==> config.mk <==
export PLATFORM = sky130hd
export DESIGN_NAME = fifo_wr_arbiter_flat
export DESIGN_NICKNAME = d
export VERILOG_FILES = /design/src/rtl/fifo_wr_arbiter_pkg.sv /design/src/rtl/fifo_wr_arbiter_if.sv /design/src/rtl/fifo_wr_arbiter_rr_pick.sv /design/src/rtl/fifo_wr_arbiter.sv /design/src/flat_wrapper.sv
export SDC_FILE = /design/constraint.sdc
export NUM_CORES = 1
export LEC_CHECK = 0
export CAP_MARGIN = 10
export CORE_AREA = 4 4 253 255
export DETAILED_ROUTE_END_ITERATION = 12
export DIE_AREA = 0 0 257 259
export SYNTH_ARGS = -nofsm -noshare
export SYNTH_HDL_FRONTEND = slang
export SYNTH_SLANG_ARGS = --single-unit
==> constraint.sdc <==
create_clock -name clk -period 2.6 [get_ports clk]
set_input_delay 0.65 -clock clk [delete_from_list [all_inputs] [get_ports clk]]
set_output_delay 0.65 -clock clk [all_outputs]
set_load 0.03 [all_outputs]
==> src/rtl/fifo_wr_arbiter_pkg.sv <==
// Shared types for the FIFO write arbiter and its round-robin picker.
// Latency: n/a (declarations and a combinational helper only).
// Backpressure: n/a.
//
// Contents: arb_state_e (arbiter FSM states), onehot_to_idx (one-hot to binary).
package fifo_arb_pkg;

    typedef enum logic {
        ARB_IDLE  = 1'b0,
        ARB_GRANT = 1'b1
    } arb_state_e;

    // Encodes a one-hot vector of up to 16 bits into its bit position.
    // OR-based encode so a single set bit maps cleanly with no priority chain.
    function automatic logic [3:0] onehot_to_idx(input logic [15:0] oh);
        logic [3:0] idx;
        idx = '0;
        for (int i = 0; i < 16; i++) begin
            if (oh[i]) begin
                idx = idx | 4'(i);
            end
        end
        return idx;
    endfunction

endpackage

==> src/rtl/fifo_wr_arbiter_if.sv <==
// Bundle of requester handshakes and FIFO write-port signals for fifo_wr_arbiter.
// Latency: n/a (wires only).
// Backpressure: o_req_ready per requester; i_fifo_full / i_fifo_alm_full from the FIFO.
//
// master: arbiter side (drives ready/grant/FIFO write/busy).
// slave : environment side (drives requests and FIFO status).
interface fifo_wr_arbiter_if #(
    parameter int NUM_REQ = 4,
    parameter int DATA_W  = 128
);
    logic [NUM_REQ-1:0]        i_req_valid;
    logic [NUM_REQ*DATA_W-1:0] i_req_data;
    logic [NUM_REQ-1:0]        o_req_ready;
    logic [NUM_REQ-1:0]        o_grant;
    logic                      o_fifo_wren;
    logic [DATA_W-1:0]         o_fifo_wrdata;
    logic                      i_fifo_full;
    logic                      i_fifo_alm_full;
    logic                      o_busy;

    modport master (
        input  i_req_valid, i_req_data, i_fifo_full, i_fifo_alm_full,
        output o_req_ready, o_grant, o_fifo_wren, o_fifo_wrdata, o_busy
    );

    modport slave (
        output i_req_valid, i_req_data, i_fifo_full, i_fifo_alm_full,
        input  o_req_ready, o_grant, o_fifo_wren, o_fifo_wrdata, o_busy
    );
endinterface

==> src/rtl/fifo_wr_arbiter_rr_pick.sv <==
// Round-robin picker: first set request strictly after ptr, wrapping modulo NUM_REQ.
// Latency: combinational.
// Backpressure: none; caller decides whether to act on the pick.
//
// Ports: req (request vector), ptr (last served index),
//        winner (one-hot), idx (binary winner), found (any request set).
module rr_pick
    import fifo_arb_pkg::*;
#(
    parameter int NUM_REQ = 4,
    parameter int IDX_W   = $clog2(NUM_REQ)
) (
    input  logic [NUM_REQ-1:0] req,
    input  logic [IDX_W-1:0]   ptr,
    output logic [NUM_REQ-1:0] winner,
    output logic [IDX_W-1:0]   idx,
    output logic               found
);

    int               pos;
    logic [IDX_W-1:0] pidx;

    // Explicit wrap instead of a power-of-two mask so odd NUM_REQ works.
    always_comb begin
        winner = '0;
        found  = 1'b0;
        pos    = 0;
        pidx   = '0;
        for (int i = 1; i <= NUM_REQ; i++) begin
            pos = int'(ptr) + i;
            if (pos >= NUM_REQ) begin
                pos = pos - NUM_REQ;
            end
            pidx = IDX_W'(pos);
            if (!found && req[pidx]) begin
                winner[pidx] = 1'b1;
                found        = 1'b1;
            end
        end
    end

    assign idx = IDX_W'(onehot_to_idx(16'(winner)));

endmodule

==> src/rtl/fifo_wr_arbiter.sv <==
// Round-robin arbiter sharing one FIFO write port among NUM_REQ requesters, bursts of up to MAX_BURST beats.
// Latency: grant 1 cycle after valid seen in IDLE; data passes to the FIFO with zero latency during GRANT.
// Backpressure: new grants held off by i_fifo_alm_full; beats stalled (ready=0) while i_fifo_full.
//
// Ports: clk, rstn (synchronous, active-low), bus (fifo_wr_arbiter_if.master):
//   i_req_valid/i_req_data/o_req_ready per requester, o_grant one-hot,
//   o_fifo_wren/o_fifo_wrdata to the FIFO, i_fifo_full/i_fifo_alm_full from it, o_busy.
module fifo_wr_arbiter
    import fifo_arb_pkg::*;
#(
    parameter int NUM_REQ   = 4,
    parameter int DATA_W    = 128,
    parameter int MAX_BURST = 8
) (
    input  logic              clk,
    input  logic              rstn,
    fifo_wr_arbiter_if.master bus
);

    localparam int IDX_W = $clog2(NUM_REQ);
    localparam int CNT_W = $clog2(MAX_BURST + 1);
    localparam logic [CNT_W-1:0] LAST_BEAT = CNT_W'(MAX_BURST - 1);

    arb_state_e         state_q, state_d;
    logic [NUM_REQ-1:0] grant_q, grant_d;
    logic [IDX_W-1:0]   gidx_q,  gidx_d;
    logic [CNT_W-1:0]   cnt_q,   cnt_d;
    logic [IDX_W-1:0]   ptr_q,   ptr_d;

    logic [NUM_REQ-1:0] pick_oh;
    logic [IDX_W-1:0]   pick_idx;
    logic               pick_found;

    logic               in_grant;
    logic               may_write;
    logic               beat;
    logic               g_valid;
    logic [DATA_W-1:0]  g_data;

    rr_pick #(
        .NUM_REQ (NUM_REQ),
        .IDX_W   (IDX_W)
    ) u_pick (
        .req    (bus.i_req_valid),
        .ptr    (ptr_q),
        .winner (pick_oh),
        .idx    (pick_idx),
        .found  (pick_found)
    );

    // Select the granted requester's valid and data.
    always_comb begin
        g_valid = 1'b0;
        g_data  = '0;
        for (int k = 0; k < NUM_REQ; k++) begin
            if (gidx_q == IDX_W'(k)) begin
                g_valid = bus.i_req_valid[k];
                g_data  = bus.i_req_data[k*DATA_W +: DATA_W];
            end
        end
    end

    assign in_grant  = (state_q == ARB_GRANT);
    // rstn gates the write path so a beat coincident with reset is never
    // committed to the FIFO while the arbiter itself discards it.
    assign may_write = in_grant & ~bus.i_fifo_full & rstn;
    assign beat      = may_write & g_valid;

    assign bus.o_req_ready   = may_write ? grant_q : '0;
    assign bus.o_grant       = grant_q;
    assign bus.o_fifo_wren   = beat;
    assign bus.o_fifo_wrdata = in_grant ? g_data : '0;
    assign bus.o_busy        = in_grant;

    always_comb begin
        state_d = state_q;
        grant_d = grant_q;
        gidx_d  = gidx_q;
        cnt_d   = cnt_q;
        ptr_d   = ptr_q;
        case (state_q)
            ARB_IDLE: begin
                if (pick_found && !bus.i_fifo_alm_full) begin
                    state_d = ARB_GRANT;
                    grant_d = pick_oh;
                    gidx_d  = pick_idx;
                    cnt_d   = '0;
                end
            end
            ARB_GRANT: begin
                // Dropping valid forfeits the grant even while the FIFO is full.
                if (!g_valid || (beat && cnt_q == LAST_BEAT)) begin
                    state_d = ARB_IDLE;
                    grant_d = '0;
                    cnt_d   = '0;
                    ptr_d   = gidx_q;
                end else if (beat) begin
                    cnt_d = cnt_q + 1'b1;
                end
            end
            default: begin
                state_d = ARB_IDLE;
                grant_d = '0;
                cnt_d   = '0;
            end
        endcase
    end

    always_ff @(posedge clk) begin
        if (!rstn) begin
            state_q <= ARB_IDLE;
            grant_q <= '0;
            gidx_q  <= '0;
            cnt_q   <= '0;
            ptr_q   <= IDX_W'(NUM_REQ - 1);
        end else begin
            state_q <= state_d;
            grant_q <= grant_d;
            gidx_q  <= gidx_d;
            cnt_q   <= cnt_d;
            ptr_q   <= ptr_d;
        end
    end

endmodule

==> src/flat_wrapper.sv <==
// flat-port wrapper written by rule: the top's interface ports become plain ports
module fifo_wr_arbiter_flat import fifo_arb_pkg::*;
#(
    parameter int NUM_REQ   = 4,
    parameter int DATA_W    = 128,
    parameter int MAX_BURST = 8
)
  (clk, rstn, bus_i_req_valid, bus_i_req_data, bus_i_fifo_full, bus_i_fifo_alm_full, bus_o_req_ready, bus_o_grant, bus_o_fifo_wren, bus_o_fifo_wrdata, bus_o_busy);
  fifo_wr_arbiter_if #(.NUM_REQ(NUM_REQ), .DATA_W(DATA_W)) bus_i ();
  input  logic clk;
  input  logic rstn;
  input wire logic [$bits(bus_i.i_req_valid)-1:0] bus_i_req_valid;
  input wire logic [$bits(bus_i.i_req_data)-1:0] bus_i_req_data;
  input wire logic [$bits(bus_i.i_fifo_full)-1:0] bus_i_fifo_full;
  input wire logic [$bits(bus_i.i_fifo_alm_full)-1:0] bus_i_fifo_alm_full;
  output wire logic [$bits(bus_i.o_req_ready)-1:0] bus_o_req_ready;
  output wire logic [$bits(bus_i.o_grant)-1:0] bus_o_grant;
  output wire logic [$bits(bus_i.o_fifo_wren)-1:0] bus_o_fifo_wren;
  output wire logic [$bits(bus_i.o_fifo_wrdata)-1:0] bus_o_fifo_wrdata;
  output wire logic [$bits(bus_i.o_busy)-1:0] bus_o_busy;
  assign bus_i.i_req_valid = bus_i_req_valid;
  assign bus_i.i_req_data = bus_i_req_data;
  assign bus_i.i_fifo_full = bus_i_fifo_full;
  assign bus_i.i_fifo_alm_full = bus_i_fifo_alm_full;
  assign bus_o_req_ready = bus_i.o_req_ready;
  assign bus_o_grant = bus_i.o_grant;
  assign bus_o_fifo_wren = bus_i.o_fifo_wren;
  assign bus_o_fifo_wrdata = bus_i.o_fifo_wrdata;
  assign bus_o_busy = bus_i.o_busy;
  fifo_wr_arbiter #(.NUM_REQ(NUM_REQ), .DATA_W(DATA_W), .MAX_BURST(MAX_BURST)) u_core (.clk(clk), .rstn(rstn), .bus(bus_i));
endmodule
Word level (Yosys, flattened, before mapping)
Index checks and enable logic that the tools add are counted.
{"block": "word_totals", "ff_bits": 13, "input_bits": 520, "elab_cells": 112, "out_inout_bits": 138}
{"block": "op_classes", "add_sub_neg": 9, "magnitude_cmp": 12, "muxes": 51, "eq_ne": 7, "n_reduce_logical": 20, "n_bitwise": 8}
{"op": "2-to-1 mux 128 bit", "n": 5}
{"op": "2-to-1 mux 4 bit", "n": 10}
{"op": "2-to-1 mux 1 bit", "n": 19}
{"op": "case mux 4 bit (2 select lines)", "n": 2}
{"op": "less-than comparator 2 x 3 -> 1 bit, second input constant", "n": 4}
{"op": "2-to-1 mux 2 bit", "n": 6}
{"op": "OR 4 bit", "n": 3}
{"op": "greater-or-equal comparator 3 bit, second input constant", "n": 3}
{"op": "logical AND 1 bit", "n": 9}
{"op": "binary-select mux 1 bit (select 2 bit)", "n": 4}
{"op": "demux 1 bit (select 2 bit)", "n": 4}
{"op": "greater-or-equal comparator 2 x 1 -> 1 bit, second input constant", "n": 4}
{"op": "AND reduction 2 bit", "n": 4}
{"op": "subtractor 2 x 1 -> 2 bit, second input constant", "n": 4}
{"op": "adder 2 x 2 -> 3 bit, second input constant", "n": 2}
{"op": "zero test 1 bit", "n": 5}
{"op": "adder 2 x 3 -> 4 bit, second input constant", "n": 1}
{"op": "adder 4 x 1 -> 4 bit, second input constant", "n": 1}
{"op": "equality test 2 bit, second input constant", "n": 2}
{"op": "equality test 4 x 3 -> 1 bit, second input constant", "n": 1}
{"op": "greater-or-equal comparator 4 x 3 -> 1 bit, second input constant", "n": 1}
{"op": "adder 2 x 1 -> 3 bit, second input constant", "n": 1}
{"op": "AND 1 bit", "n": 3}
{"op": "inequality test 3 bit, second input constant", "n": 1}
{"op": "other kinds (7)", "n": 8}

Depth between registers and ports, before layout
Gate-level depths: netlist of the first run.
{"block": "logic_depth", "depth_word": 18, "ltp_mapped": 8}

Hierarchy
From an unflattened synthesis of the first run, not the netlist that was laid out.
{"block": "hier_totals", "cells_unflattened": 445, "area_unflattened_um2": 5170.0}
{"module": "fifo_wr_arbiter", "seq_area_each_um2": 260.2, "instances": 1, "area_each_um2": 4604.4, "cells_each": 377}
{"module": "rr_pick", "seq_area_each_um2": 0.0, "instances": 1, "area_each_um2": 565.5, "cells_each": 68}

Worst setup path before layout of the first run
No wires, ideal clock.
{"block": "synth_timing", "kind": "reg2out", "start": "register u_core.gidx_q[0]", "end": "output bus_o_fifo_wrdata[0]", "path_slack_ps": 242, "arrival_ps": 1708, "required_ps": 1950, "path_stages_with_launch": 6, "path_cell_list": "dfxtp_1 -> clkbuf_1 -> buf_2 -> buf_2 -> mux4_2 -> and2_1"}
{"block": "synth_via", "elab_chain_cells": 6}
{"element": "start: declaration", "line": "fifo_wr_arbiter.sv:26", "rtl": "logic [IDX_W-1:0] gidx_q, gidx_d;"}
{"element": "start signal: assignment", "line": "fifo_wr_arbiter.sv:119", "rtl": "gidx_q <= gidx_d;"}
{"element": "zero test 2 bit", "line": "fifo_wr_arbiter.sv:56", "rtl": "if (gidx_q == IDX_W'(k)) begin"}
{"element": "2-to-1 mux 128 bit (3 in series)", "line": "fifo_wr_arbiter.sv:56"}
{"element": "2-to-1 mux 128 bit (*)", "line": "fifo_wr_arbiter.sv:56"}
{"element": "2-to-1 mux 128 bit (*)", "line": "fifo_wr_arbiter.sv:72", "rtl": "assign bus.o_fifo_wrdata = in_grant ? g_data : '0;"}
{"element": "end: declaration", "line": "flat_wrapper.sv:19", "rtl": "output wire logic [$bits(bus_i.o_fifo_wrdata)-1:0] bus_o_fifo_wrdata;"}
Mark *: on every way between the ends. The rest lies on a longest branch, timed or not.

Final worst setup path of the first run
{"block": "layout_timing", "start": "input bus_i_req_data[328]", "end": "output bus_o_fifo_wrdata[72]"}
{"block": "layout_via", "elab_chain_cells": 3}
{"element": "start: declaration", "line": "flat_wrapper.sv:13", "rtl": "input wire logic [$bits(bus_i.i_req_data)-1:0] bus_i_req_data;"}
{"element": "2-to-1 mux 128 bit (2 in series)", "line": "fifo_wr_arbiter.sv:56"}
{"element": "2-to-1 mux 128 bit", "line": "fifo_wr_arbiter.sv:72"}
Every way passes these cells.

==> qor.yml, run 1 <==
status:
  outcome: "finished, violations left"
  violations: "setup timing"
floorplanning:
  dieHeight_um: 259
  ios: 658
  core_area_um2: 61600
  dieWidth_um: 257
  placementRows: 91
  start_util_pct: 7.91
  fp.dieArea_um2: 66600
global_route:
  met3_usage_pct: 2.82
  grt_overflow_total: 0
  grt_usage_pct: 10.7
  grt_max_degree: 71
  gr-usage-met1_pct: 12.7
  grt_use_met2_pct: 19.0
  grt_pass1_wl_um: 53600
  antenna_found_initial: 5
  top_usage_layer: "met2"
  first_global_vias: 8055
finish:
  fin_cells: 1949
  nFillCells: 6734
  drive_above_1_share_pct: 36.4
  area_growth_pct: 174
  final_nets: 1641
yosys:
  synth-main-ff-cell: "dfxtp_1"
  yosys_warnings: 0
  ys_ff_latch: 13
  synth_nets: 941
  yosys.cell_types.count: 44
  synth_top_area_share_pct: 61.0
  synth_cells: 412
  yosysTopAreaCell: "mux4_2"
  syn_area_per_cell_um2: 11.8
  synth.yosys.seq_area_share_pct: 5.34
  synth_edf_count: 0
  syn-cell-area_um2: 4870
  yosys-top-cells-area: "mux4_2 (61%), and2_1 (17%), dfxtp_1 (5.3%)"
  async_flop_share_pct: 0
cts:
  cts_root_buffer: "clkbuf_16"
  h-tree-depth: 1
  clkTransAtPathRegs_ps: 40
  clock_tree.buffer_depth: 2
  cts_made_buffers: 3
  cts_sinks: 13
  cts-hold-fix-buffers: 0
  cts_tree: "done"
  clock_latency_ps: 240
sta:
  fin_setup_tns_ps: -23.7
  relSlewSlack_pct: 65.3
  fin_worst_skew_ps: 5.66
  hold_viol: 0
  tightestPinTransition_ps: 516
  maxSlewViolCount: 0
  layout_setup_ws_ps: -13.3
  finalSetupViolCount: 2
  period_minus_slack_ps: 2610
  clock.fmax_mhz: 383
  post-route-period-util_pct: 101
  rsz0062_at_grt: "yes"
drt:
  wire_per_inst_um: 19.8
  vias: 6898
  ant_nets: 0
  first_pass_iters: 4
  drt_iter0_drc: 220
  via_per_inst: 3.54
  drt-total-wl_um: 38500
  drc_errors: 0
critical_path:
  crit_chain: "clkdlybuf4s50_1, mux4_2, and2_1, clkdlybuf4s15_2"
  required_ps: 1950
  cp_slowest_stage_delay_ps: 460
  cp_max_fo: 1
  cp_slowest_cell: "mux4_2"
  cp-start-kind: "input pin"
  path_class: "input pin to output port"
  endpoint_kind: "output port"
  arrival_ps: 1960
placement:
  io_buffers: 657
  placedCellCount: 1915
  dp_slack_ps: -547
  dp_hpwl_um: 32800
  gp_congestion: 1.03
power_and_ir_drop:
  leakage_nw: 5.08
  ir_worst_vdd_mv: 0.158
  p_per_area_nw_per_um2: 276
job:
  drv_cap: 0
hold_path:
  hold_path_class: "flip-flop to flip-flop"
path summary, 6_finish.rpt:
path,slack (ps),end,start,cells past startpoint
worst max register to register,280,u_core.bus.o_grant[0],u_core.gidx_q[0],9
worst min-delay path,490,u_core.cnt_q[1],u_core.cnt_q[1],2
worst min register to register,490,u_core.cnt_q[1],u_core.cnt_q[1],2
worst max-delay path,-10,bus_o_fifo_wrdata[72],bus_i_req_data[328],4
metrics by stage:
step	hold slack, ps	total power, mW	util (%)	area (um2)
after CTS	491	3.64	21.2	13100
after global placement	469	3.14	20.6	12700
final	487	3.69	21.7	13400
after floorplan	454	1.60	-	4870
after global routing	527	3.89	21.7	13400
after detailed placement	481	3.16	20.6	12700
metal layers:
layer,share of wire [%],up-vias
met5,0.036,-
met4,3.5,4
met3,7.9,46
met2,49,427
met1,39,3348
li1,-,3073
cell families after synthesis:
kind of cell | Yosys count | share of synthesized area [%]
xor gates and xnor gates | 2 | 0.360
buffers and inverters | 53 | 4.65
muxes | 132 | 61.0
and+or+nand+nor | 177 | 22.0
AOI/OAI and AO/OA | 26 | 4.36
adders and majority gates | 9 | 2.31
DFF | 13 | 5.34
synth_stat cells, types with 4 or more instances:
master and n:
and2_1 133, mux4_2 132, clkbuf_1 29, buf_2 16, dfxtp_1 13, nand2_1 11, ha_1 9, nand3_1 8
nor2_1 5, inv_1 4, nand3b_1 4
what timing repair did:
item | CTS | global route
gates cloned | 5 | 1
gates resized for setup | 450 | 146
hold endpoints to repair | 0 | 0
pin swaps | 2 | 0
setup buffers | 20 | 5
endpoints found under the setup margin | 110 | 100
area by class of cell:
class	count	area (um2)	area share, %
tap	837	1050	7.84
timing repair buffer	744	7450	55.8
multi-input combinational	346	4490	33.6
inverter	4	15.0	0.112
clock buffer	4	78.8	0.590
sequential	13	272	2.03
antenna	1	2.50	0.0187
where the power goes:
group	total [mW]	internal, mW	leakage, nW	switching (mW)
combinational	3.17	1.90	4.94	1.27
sequential	0.232	0.215	0.108	0.0173
clock	0.289	0.207	0.0382	0.0829
total	3.69	2.32	5.08	1.37
critical path: cells and delay by family:
family	cells	cell delay (ps)
mux	1	460
buf+inv	2	680
simple gates	1	170
cell usage in the layout, fill, tap and decap left out, types with 2 or more instances in the layout:
master and count:
o21ai_0 3, buf_2 45, dfxtp_1 10, nand2b_1 2, buf_6 70, nand3_1 8, clkdlybuf4s50_1 485, dlygate4sd2_1 27
a21boi_1 2, nor3_1 3, nand2_1 11, and2_1 91, buf_8 11, mux4_2 132, ha_1 9, a21oi_1 2
buf_16 4, buf_12 18, dlymetal6s2s_1 12, nand4_1 3, nand3b_1 4, nor2_1 5, buf_4 70, clkbuf_16 4
xor2_1 2, inv_1 4, a221o_1 2, a32oi_1 2, nor2b_1 2, and2_4 42, dfxtp_4 3
registers in the layout, summed over array words and instances, names as in the netlist:
register            count
u_core.bus.o_grant      4
u_core.gidx_q           2
u_core.cnt_q            4
u_core.ptr_q            2
u_core.bus.o_busy       1
Note: power is estimated with default switching activity, not from simulation.
==> run 2, diff against run 1 <==
- CAP_MARGIN: 10 -> 40
- SLEW_MARGIN: default -> 25
==> results of run 2 <==
Same layout as run 1: the final DEF is identical, and so are final timing and power.
==> run 3, diff against run 2 <==
- SKIP_LAST_GASP: default -> 1
==> qor.yml, run 3 (same netlist as run 1, synthesis figures left out) <==
status:
  outcome: "finished, violations left"
  violations: "setup timing"
finish:
  nFillCells: 6744  # +0.15%
  mostFrequentLayoutCell: "clkdlybuf4s50_1"
  area_growth_pct: 173
  utilization_pct: 21.6  # -0.087 points
  register_area_um2: 272  # unchanged
  final_cell_mix: "clkdlybuf4s50_1 (486), mux4_2 (132), and2_1 (97)"
  final_nets: 1641  # unchanged
  multi_input_area_um2: 4480  # -0.33%
  fin_cells: 1949  # unchanged
  drive_above_1_share_pct: 35.8  # -0.54 points
sta:
  fin_setup_tns_ps: -34.7  # -11.0 ps
  fin_worst_skew_ps: 6.07  # +0.416 ps
  tightestPinTransition_ps: 516  # +0.0305 ps
  clock.fmax_mhz: 381  # -0.31%
  post-route-period-util_pct: 101  # +0.31 points
  finalSetupViolCount: 2  # unchanged
  hold_viol: 0  # unchanged
  rsz0062_at_grt: "yes"
  period_minus_slack_ps: 2620  # +8.10 ps
  layout_setup_ws_ps: -21.4  # -8.10 ps
  relSlewSlack_pct: 65.3  # about the same
  maxSlewViolCount: 0  # unchanged
job:
  drv_cap: 0  # unchanged
cts:
  cts_made_buffers: 3  # unchanged
  cts_sinks: 13  # unchanged
  clock_latency_ps: 240  # about the same
  h-tree-depth: 1  # unchanged
  clkTransAtPathRegs_ps: 50  # about the same
  cts_tree: "done"
  cts_root_buffer: "clkbuf_16"
  clock_tree.buffer_depth: 2  # unchanged
critical_path:
  cp_max_fo: 8  # +7
  r2r_end: "u_core.bus.o_grant[0]"
  arrival_ps: 1970  # about the same
  path_class: "flip-flop to output port"
  required_ps: 1950  # about the same
  reg2regPathDepth: 9  # unchanged
  reg2reg_slack_ps: 280  # about the same
  endpoint_kind: "output port"
  cp-start-kind: "flip-flop"
  rr_startpoint: "u_core.gidx_q[0]"
drt:
  drt-total-wl_um: 38500  # about the same
  via_per_inst: 3.55  # +0.20%
  wire_per_inst_um: 19.8  # about the same
  first_pass_iters: 4  # unchanged
  vias: 6912  # +0.20%
  drc_errors: 0  # unchanged
  ant_nets: 0  # unchanged
  drt_iter0_drc: 192  # -13%
global_route:
  grt_usage_pct: 10.7  # about the same
  grt_overflow_total: 0  # unchanged
  grt_pass1_wl_um: 53500  # about the same
  antenna_found_initial: 5  # unchanged
  grt_max_degree: 71  # unchanged
  first_global_vias: 8037  # -0.22%
placement:
  dp_hpwl_um: 32800  # unchanged
  placedCellCount: 1915  # unchanged
  dp_slack_ps: -547  # unchanged
  io_buffers: 657  # unchanged
  gp_congestion: 1.03  # unchanged
floorplanning:
  ios: 658  # unchanged
  fp.dieArea_um2: 66600  # unchanged
  dieWidth_um: 257  # unchanged
  dieHeight_um: 259  # unchanged
  placementRows: 91  # unchanged
  core_area_um2: 61600  # unchanged
  start_util_pct: 7.91  # unchanged
hold_path:
  holdPathEnd: "u_core.cnt_q[1]"
  hp-start: "u_core.cnt_q[1]"
  hold_depth: 2  # unchanged
  hold_path_class: "flip-flop to flip-flop"
power_and_ir_drop:
  p_per_area_nw_per_um2: 276  # about the same
  leakage_nw: 5.06  # -0.39%
  ir_worst_vdd_mv: 0.157  # about the same
  p_total_mw: 3.67  # -0.50%
## run 3: power breakdown
part           total [mW]  leakage [nW]  internal (mW)  switching [mW]
sequential          0.232         0.108          0.215          0.0173
combinational        3.15          4.92           1.89            1.26
clock               0.290        0.0382          0.207          0.0834
total                3.67          5.06           2.31            1.36
## run 3: per-layer routing
layer	vias to the layer above	track usage (%)	wire length [um]
met5	-	0	14
met4	4	3.50	1360
met3	47	2.71	3210
met2	430	19.0	19000
met1	3358	12.7	14900
li1	3073	-	-
## run 3: worst max path at each step
stage | to | startpoint
6_report | bus_o_fifo_wrdata[115] | u_core.gidx_q[0]
2_1_floorplan | bus_o_fifo_wrdata[0] | u_core.gidx_q[0]
3_3_place_gp | bus_o_fifo_wrdata[0] | bus_i_req_data[384]
3_5_place_dp | bus_o_fifo_wrdata[87] | bus_i_req_data[343]
5_1_grt | bus_o_fifo_wrdata[72] | u_core.gidx_q[0]
4_1_cts | bus_o_fifo_wrdata[118] | u_core.gidx_q[0]
## run 3: area by class of cell
cell class	instances	area share, %
diodes	1	0.0188
well taps	837	7.87
repair buffers	744	55.7
flip-flops and latches	13	2.04
inverters	4	0.113
clock buffers	4	0.592
multi-input cells	346	33.6
## run 3: stage by stage
step	instance area, um2	hold slack, ps
floorplan	4870	454
global placement	12700	469
detailed placement	12700	481
CTS	13000	491
global route	13300	527
finish	13300	487
## run 3: worst max-delay path: stages, from the launching register on
cell     delay [ps]
dfxtp_4         410
buf_12          170
buf_12          140
buf_8           120
mux4_2          540
and2_4          190
buf_6           130
## run 3: timing repair
item | CTS | global route
hold buffers | 0 | 0
gates cloned | 5 | 1
endpoints found under the setup margin | 110 | 101
hold endpoints to repair | 0 | 0
pin swaps | 2 | 0
gates resized for setup | 428 | 152
buffers inserted | 20 | 5
